**src/rtl/temp_bcd_fmt_pkg.sv**
```systemverilog
// ----------------------------------------------------------------------------
// temp_pkg
// Shared types and constants for the temperature BCD formatter.
//   TX10_W     : width of the signed x10 temperature word (1/16 LSB)
//   MAG_W      : width of the rounded tenth-degree magnitude
//   NDIG       : number of BCD digits produced
//   RND_CONST  : rounding offset added before dropping the 1/16 scaling
//   RND_SHIFT  : number of fractional bits dropped
//   state_t    : formatter FSM states
//   bcd_t      : one BCD digit
// ----------------------------------------------------------------------------
package temp_pkg;

    localparam int TX10_W    = 18;
    localparam int MAG_W     = 14;
    localparam int NDIG      = 4;
    localparam int RND_CONST = 8;
    localparam int RND_SHIFT = 4;
    localparam int CNT_W     = $clog2(MAG_W + 1);

    typedef enum logic [1:0] {
        IDLE  = 2'd0,
        ABS   = 2'd1,
        SHIFT = 2'd2,
        DONE  = 2'd3
    } state_t;

    typedef logic [3:0] bcd_t;

endpackage : temp_pkg

```
**src/rtl/temp_bcd_fmt_if.sv**
```systemverilog
// ----------------------------------------------------------------------------
// temp_bcd_fmt_if
// Input and output handshake bundle of the temperature BCD formatter.
//   tx10      : signed temperature x10, LSB = 1/16 tenth-degree
//   in_valid  : tx10 valid
//   in_ready  : formatter idle, can accept
//   out_valid : result valid, held until accepted
//   out_ready : consumer accepts result
//   neg       : result negative
//   dig       : BCD digits {hundreds, tens, ones, tenths}
//   blank     : per-digit leading-zero blank mask, same order as dig
// Modports: master = producer/consumer side, slave = formatter side.
// ----------------------------------------------------------------------------
interface temp_bcd_fmt_if;
    import temp_pkg::*;

    logic [TX10_W-1:0] tx10;
    logic              in_valid;
    logic              in_ready;
    logic              out_valid;
    logic              out_ready;
    logic              neg;
    logic [15:0]       dig;
    logic [3:0]        blank;

    modport master (
        output tx10, in_valid, out_ready,
        input  in_ready, out_valid, neg, dig, blank
    );

    modport slave (
        input  tx10, in_valid, out_ready,
        output in_ready, out_valid, neg, dig, blank
    );

endinterface : temp_bcd_fmt_if

```
**src/rtl/temp_bcd_fmt_dabble.sv**
```systemverilog
// ----------------------------------------------------------------------------
// bcd_dabble_step
// Combinational double-dabble correction for one BCD digit: a digit of 5 or
// more gets 3 added so that the following left shift carries into the next
// decimal position.
//   i_dig : BCD digit before correction
//   o_dig : corrected digit
// ----------------------------------------------------------------------------
module bcd_dabble_step
    import temp_pkg::*;
(
    input  bcd_t i_dig,
    output bcd_t o_dig
);

    assign o_dig = (i_dig >= bcd_t'(5)) ? i_dig + bcd_t'(3) : i_dig;

endmodule : bcd_dabble_step

```
**src/rtl/temp_bcd_fmt.sv**
```systemverilog
// ----------------------------------------------------------------------------
// temp_bcd_fmt
// Converts the signed x10 temperature word (1/16 LSB) into sign plus four BCD
// digits for the seven-segment driver. The 1/16 scaling is removed with
// round-half-away-from-zero, then an iterative double-dabble runs one bit per
// cycle. Latency from the accept edge to out_valid is 16 cycles.
//   clk   : rising-edge clock
//   rst_n : asynchronous active-low reset
//   bus   : temp_bcd_fmt_if.slave handshake bundle
// Build option: TBCD_LEADING_BLANK_EN enables leading-zero blanking of the
// hundreds and tens digits; otherwise blank is tied to zero.
// ----------------------------------------------------------------------------
module temp_bcd_fmt
    import temp_pkg::*;
(
    input  logic           clk,
    input  logic           rst_n,
    temp_bcd_fmt_if.slave  bus
);

    state_t                r_state;
    state_t                w_next;
    logic [TX10_W-1:0]     r_tx10;
    logic [MAG_W-1:0]      r_mag;
    logic [4*NDIG-1:0]     r_bcd;
    logic [CNT_W-1:0]      r_cnt;
    logic                  r_neg;
    logic [4*NDIG-1:0]     r_dig;
    logic [NDIG-1:0]       r_blank;

    logic                  w_in_ready;
    logic                  w_out_valid;
    logic [TX10_W:0]       w_ext;
    logic [TX10_W:0]       w_abs;
    logic [MAG_W-1:0]      w_mag;
    logic [4*NDIG-1:0]     w_bcd_adj;
    logic [NDIG-1:0]       w_blank;

    // The extra bit keeps |-131072| representable.
    assign w_ext = {r_tx10[TX10_W-1], r_tx10};
    assign w_abs = r_tx10[TX10_W-1] ? (~w_ext + (TX10_W+1)'(1)) : w_ext;
    assign w_mag = MAG_W'((w_abs + (TX10_W+1)'(RND_CONST)) >> RND_SHIFT);

    for (genvar g = 0; g < NDIG; g++) begin : g_step
        bcd_dabble_step u_step (
            .i_dig (r_bcd[4*g +: 4]),
            .o_dig (w_bcd_adj[4*g +: 4])
        );
    end

`ifdef TBCD_LEADING_BLANK_EN
    assign w_blank = {r_bcd[15:12] == 4'd0, r_bcd[15:8] == 8'd0, 2'b00};
`else
    assign w_blank = '0;
`endif

    // NOTE: sequential state uses non-blocking assignments so every register
    // samples pre-edge values regardless of statement order.
    always_ff @(posedge clk or negedge rst_n) begin
        if (!rst_n) r_state <= IDLE;
        else        r_state <= w_next;
    end

    // NOTE: every output of this block gets a default first, so no path can
    // leave a value unassigned and infer a latch.
    always_comb begin
        w_next      = r_state;
        w_in_ready  = 1'b0;
        w_out_valid = 1'b0;
        case (r_state)
            IDLE: begin
                w_in_ready = 1'b1;
                if (bus.in_valid) w_next = ABS;
            end
            ABS:   w_next = SHIFT;
            // One extra SHIFT cycle with r_cnt==0 latches the outputs.
            SHIFT: if (r_cnt == '0) w_next = DONE;
            DONE: begin
                w_out_valid = 1'b1;
                if (bus.out_ready) w_next = IDLE;
            end
            default: w_next = IDLE;
        endcase
    end

    always_ff @(posedge clk or negedge rst_n) begin
        if (!rst_n) begin
            r_tx10  <= '0;
            r_mag   <= '0;
            r_bcd   <= '0;
            r_cnt   <= '0;
            r_neg   <= 1'b0;
            r_dig   <= '0;
            r_blank <= '0;
        end else begin
            case (r_state)
                IDLE: if (bus.in_valid) r_tx10 <= bus.tx10;
                ABS: begin
                    r_mag <= w_mag;
                    // Negative zero is shown as positive.
                    r_neg <= r_tx10[TX10_W-1] && (w_mag != '0);
                    r_bcd <= '0;
                    r_cnt <= CNT_W'(MAG_W);
                end
                SHIFT: begin
                    if (r_cnt != '0) begin
                        {r_bcd, r_mag} <= {w_bcd_adj, r_mag} << 1;
                        r_cnt          <= r_cnt - CNT_W'(1);
                    end else begin
                        r_dig   <= r_bcd;
                        r_blank <= w_blank;
                    end
                end
                default: ;
            endcase
        end
    end

    assign bus.in_ready  = w_in_ready;
    assign bus.out_valid = w_out_valid;
    assign bus.neg       = r_neg;
    assign bus.dig       = r_dig;
    assign bus.blank     = r_blank;

endmodule : temp_bcd_fmt

```
**src/flat_wrapper.sv**
```systemverilog
// flat-port wrapper written by rule: the top's interface ports become plain ports
module temp_bcd_fmt_flat import temp_pkg::*;
  (clk, rst_n, bus_tx10, bus_in_valid, bus_out_ready, bus_in_ready, bus_out_valid, bus_neg, bus_dig, bus_blank);
  temp_bcd_fmt_if bus_i ();
  input  logic clk;
  input  logic rst_n;
  input wire logic [$bits(bus_i.tx10)-1:0] bus_tx10;
  input wire logic [$bits(bus_i.in_valid)-1:0] bus_in_valid;
  input wire logic [$bits(bus_i.out_ready)-1:0] bus_out_ready;
  output wire logic [$bits(bus_i.in_ready)-1:0] bus_in_ready;
  output wire logic [$bits(bus_i.out_valid)-1:0] bus_out_valid;
  output wire logic [$bits(bus_i.neg)-1:0] bus_neg;
  output wire logic [$bits(bus_i.dig)-1:0] bus_dig;
  output wire logic [$bits(bus_i.blank)-1:0] bus_blank;
  assign bus_i.tx10 = bus_tx10;
  assign bus_i.in_valid = bus_in_valid;
  assign bus_i.out_ready = bus_out_ready;
  assign bus_in_ready = bus_i.in_ready;
  assign bus_out_valid = bus_i.out_valid;
  assign bus_neg = bus_i.neg;
  assign bus_dig = bus_i.dig;
  assign bus_blank = bus_i.blank;
  temp_bcd_fmt u_core (.clk(clk), .rst_n(rst_n), .bus(bus_i));
endmodule
```
**config.mk**
```make
export PLATFORM = sky130hd
export DESIGN_NAME = temp_bcd_fmt_flat
export DESIGN_NICKNAME = d
export VERILOG_FILES = /design/src/rtl/temp_bcd_fmt_pkg.sv /design/src/rtl/temp_bcd_fmt_if.sv /design/src/rtl/temp_bcd_fmt_dabble.sv /design/src/rtl/temp_bcd_fmt.sv /design/src/flat_wrapper.sv
export SDC_FILE = /design/constraint.sdc
export NUM_CORES = 1
export LEC_CHECK = 0
export CORE_MARGIN = 2
export CORE_UTILIZATION = 46
export CTS_BUF_LIST = sky130_fd_sc_hd__clkbuf_8
export DETAILED_ROUTE_END_ITERATION = 12
export GPL_TIMING_DRIVEN = 0
export PLACE_DENSITY = 0.67
export SLEW_MARGIN = 20
export SYNTH_ARGS = -nofsm -noshare
export SYNTH_HDL_FRONTEND = slang
export SYNTH_SLANG_ARGS = --single-unit
```
**constraint.sdc**
```tcl
create_clock -name clk -period 7.1 [get_ports clk]
set_clock_uncertainty 0.1 [all_clocks]
set_input_delay 1.065 -clock clk [delete_from_list [all_inputs] [get_ports clk]]
set_output_delay 1.065 -clock clk [all_outputs]
set_load 0.005 [all_outputs]
```
==> results by group <==
STA
  • Slew Viols, Final: 0
  • Tightest Pin Transition: slightly above 0.6 ns
  • Tcrit/Tclk final: 0.556
  • Max Clk Rate: between 200 and 300 MHz
  • Setup TNS: 0 ns
  • Clock period minus final worst setup slack: 3.95 ns
  • Final setup fails: 0
  • Final hold slack: 0.400 ns
  • Unrepaired setup endpoints after global routing: no
  • Hold Fails Final Rpt: 0
  • Worst rel slew slack: 0.592

Logic synthesis
  • Biggest area consumer among synthesized cells: dfrtp_1
  • Synthesized area: roughly 4200 sq um
  • Ys async rst share: 1.00
  • Syn. warnings: 0
  • Top cells by area, synth: dfrtp_1, mux2_2, ha_1
  • Library cells used by synthesis: 64
  • Top FF cell, synth: dfrtp_1
  • Post-Synthesis Cells: roughly 410
  • Share of the synthesized area in the top cell type: 0.420
  • Seq/Total Area, Yosys: 0.420
  • Number of synthesized register bits: 71
  • Post-synth EDFFs: 0
  • Syn avg cell area: 10.2 sq um

Placement
  • Post-DP Area: 4810 sq um
  • Final HPWL DP: 6440 um
  • # port buffers: 40
  • RD Place Congestion: 0.878

Pwr
  • Switching part of the total power: 0.438
  • Leakage: 2.09 nW
  • Seq pwr share: 0.323
  • Pint: 1.10 mW
  • P_sw: 0.860 mW
  • Clock power share: 0.162
  • Post-layout power: just under 2 mW
  • Peak supply drop: 0.000218 V
  • Pwr Density: 393 nW/um^2
  • Logic pwr share: 0.515

Setup path
  • Crit-path cells: clkbuf_1 > buf_1 > buf_2 > o31ai_1 > xnor2_1 > ha_1 > clkbuf_1 > nand4_1 > or4_1 > a211oi_2 > a31oi_1
  • Slowest cell on crit path: or4_1
  • Critical path depth: 11
  • Critical path arrival: 4.08 ns
  • Reg2reg start: u_core.r_tx10[17]$_DFFE_PN0P_
  • CP endpoint kind: flip-flop
  • R2r setup slk: 3.15 ns
  • Crit path launch: u_core.r_tx10[17]$_DFFE_PN0P_
  • Top delay family on crit path: buffers and inverters
  • CP Buf/Inv Count: 4
  • WP data required: 7.23 ns
  • Crit path largest cell delay: ~0.57 ns
  • Crit path top cell by count: clkbuf_1
  • CP Class: reg2reg
  • Crit path max fanout: 10
  • Type of origin of the critical path: flip-flop
  • R2R depth: 11

Clocking
  • Post-CTS Setup Bufs: 0
  • H-tree lvl count: 3
  • CTS tree: yes
  • CTS resizes: 0
  • Cts hold-fix bufs: 0
  • Reg clk slew, reported paths: 0.08 ns
  • Sink Count: 71
  • Clk buf depth: 2
  • Root Buffer: clkbuf_8
  • Num CTS Buffers: 9
  • Clk Latency, worst-skew pair: 0.35 ns

GRT
  • First-pass GRT wire length: 15,200 um
  • Vias in the first global route: roughly 3,300
  • GRT Util Overall: 0.190
  • Initial antenna violation count: 0
  • Total grt overflow: 0
  • Largest net degree at the start of global routing: slightly below 50

Floorplanning
  • Die area: roughly 10000 sq um
  • Initial core utilization: 0.480
  • Die Height: around 100 um
  • Core region area: roughly 8800 sq um
  • I/O Pins: 45
  • Die Width: 99.9 um
  • Std-Cell Rows: 34

Min path
  • Hold path cells: 2
  • Worst Hold Class: reg2reg
  • Min-delay src: u_core.r_mag[13]$_DFFE_PN0P_

Routing
  • DR vias: 3,325
  • Routed length per placed instance: 15.2 um
  • Detailed Route Iter0 Violations: 112
  • Routed WL: between 8000 and 9000 um
  • Drt drc: 0
  • Antenna-violating nets left: 0
  • TritonRoute pass-1 iters: 4
  • Vias per cell: approximately 5.7

Finish
  • Most frequent cells in the layout: dfrtp_1, clkdlybuf4s50_1, mux2_2
  • # nets final: 507
  • Most common cell after layout, fill and taps aside: dfrtp_1
  • Layout cells sized above 1: 0.156
  • P&R area growth vs syn: 18.2%
  • Final Instance Area: 5000 sq um
  • Final core area utilization: 0.568
  • # fillers: around 820
  • Number of antenna diodes: 0

Job
  • Max Cap Violations: 0

Outcome
  • Status: finished clean
## registers in the layout (all words and copies together), names as in the netlist
register / flops
u_core.r_mag: 14
u_core.r_bcd: 16
u_core.bus.neg: 1
u_core.r_cnt: 4
u_core.r_state: 2
u_core.r_tx10: 18
u_core.bus.dig: 16
## power by group through the flow
stage	sequential [mW]	combinational (mW)	clock, mW
6_report	0.635	1.01	0.317
5_1_grt	0.651	1.14	0.342
4_1_cts	0.633	1.02	0.329
3_5_place_dp	0.642	1.01	0
3_3_place_gp	0.637	0.982	0
2_1_floorplan	0.612	0.775	0
## layer usage
| metal | share of wire | vias to the layer above | GRT usage |
|---|---|---|---|
| li1 | - | 1634 | - |
| met1 | 0.44 | 1597 | 0.230 |
| met2 | 0.50 | 74 | 0.336 |
| met3 | 0.036 | 20 | 0.0369 |
| met4 | 0.022 | 0 | 0.0727 |
| met5 | 0 | - | 0 |
## cell type report
cell class	instances	area, sq um	share of cell area
multi-input combinational	294	2240	0.448
sequential	71	1780	0.355
timing repair buffer	42	430	0.0861
buffer	30	149	0.0298
tap	108	135	0.0270
clock buffer	9	124	0.0248
inverter	22	82.6	0.0165
clock inverter	6	61.3	0.0123
## worst register-to-register path, delay by kind of cell (launching register included)
family,cells,cell delay [ns]
buffers and inverters,4,1.57
AOI/OAI and AO/OA,3,0.49
DFF,1,0.37
and+or+nand+nor,2,0.89
adders and majority gates,1,0.18
xor gates and xnor gates,1,0.22
## path summary, 6_finish.rpt
kind,to
max reg2reg,u_core.bus.neg$_DFFE_PN0P_
min in group asynchronous,u_core.bus.dig[11]$_DFFE_PN0P_
min reg2reg,u_core.r_bcd[0]$_DFFE_PN0P_
max in group asynchronous,u_core.r_tx10[5]$_DFFE_PN0P_
min,u_core.r_bcd[0]$_DFFE_PN0P_
max,u_core.bus.neg$_DFFE_PN0P_
## cells in the mapped netlist, drive strengths merged (2+ instances only)
master / n
a22oi: 14
nand4b: 2
nand3: 17
o2111ai: 2
nor2b: 5
or4: 6
o41ai: 4
mux2i: 2
o211ai: 3
and3: 7
clkbuf: 19
nand4: 5
a211oi: 2
a31o: 2
ha: 15
o211a: 2
nor4b: 2
o31a: 4
nand2b: 5
a32o: 3
nor4: 4
nor2: 12
nand2: 22
xor2: 8
a41oi: 2
a21oi: 12
o21ai: 37
and4: 4
o31ai: 10
or2: 2
dfrtp: 71
or3: 4
buf: 11
mux2: 34
xnor2: 18
inv: 21
a31oi: 7
## through the flow
stage | std cells | setup slack, ns
after global placement | 565 | 2.47
after global routing | 582 | 2.87
after floorplan | 417 | 3.95
final | 582 | 3.15
after CTS | 582 | 3.17
after detailed placement | 567 | 3.20
## cell families after synthesis
| group | synth area share |
|---|---|
| AND/OR/NAND/NOR | 0.133 |
| other | 0.000886 |
| AO/OA/AOI/OAI | 0.193 |
| buffers and inverters | 0.0547 |
| multiplexers | 0.0952 |
| XOR/XNOR | 0.0592 |
| adder cells (fa/ha/maj) | 0.0444 |
| flip-flops | 0.420 |
Note: power is estimated with default switching activity, not from simulation.
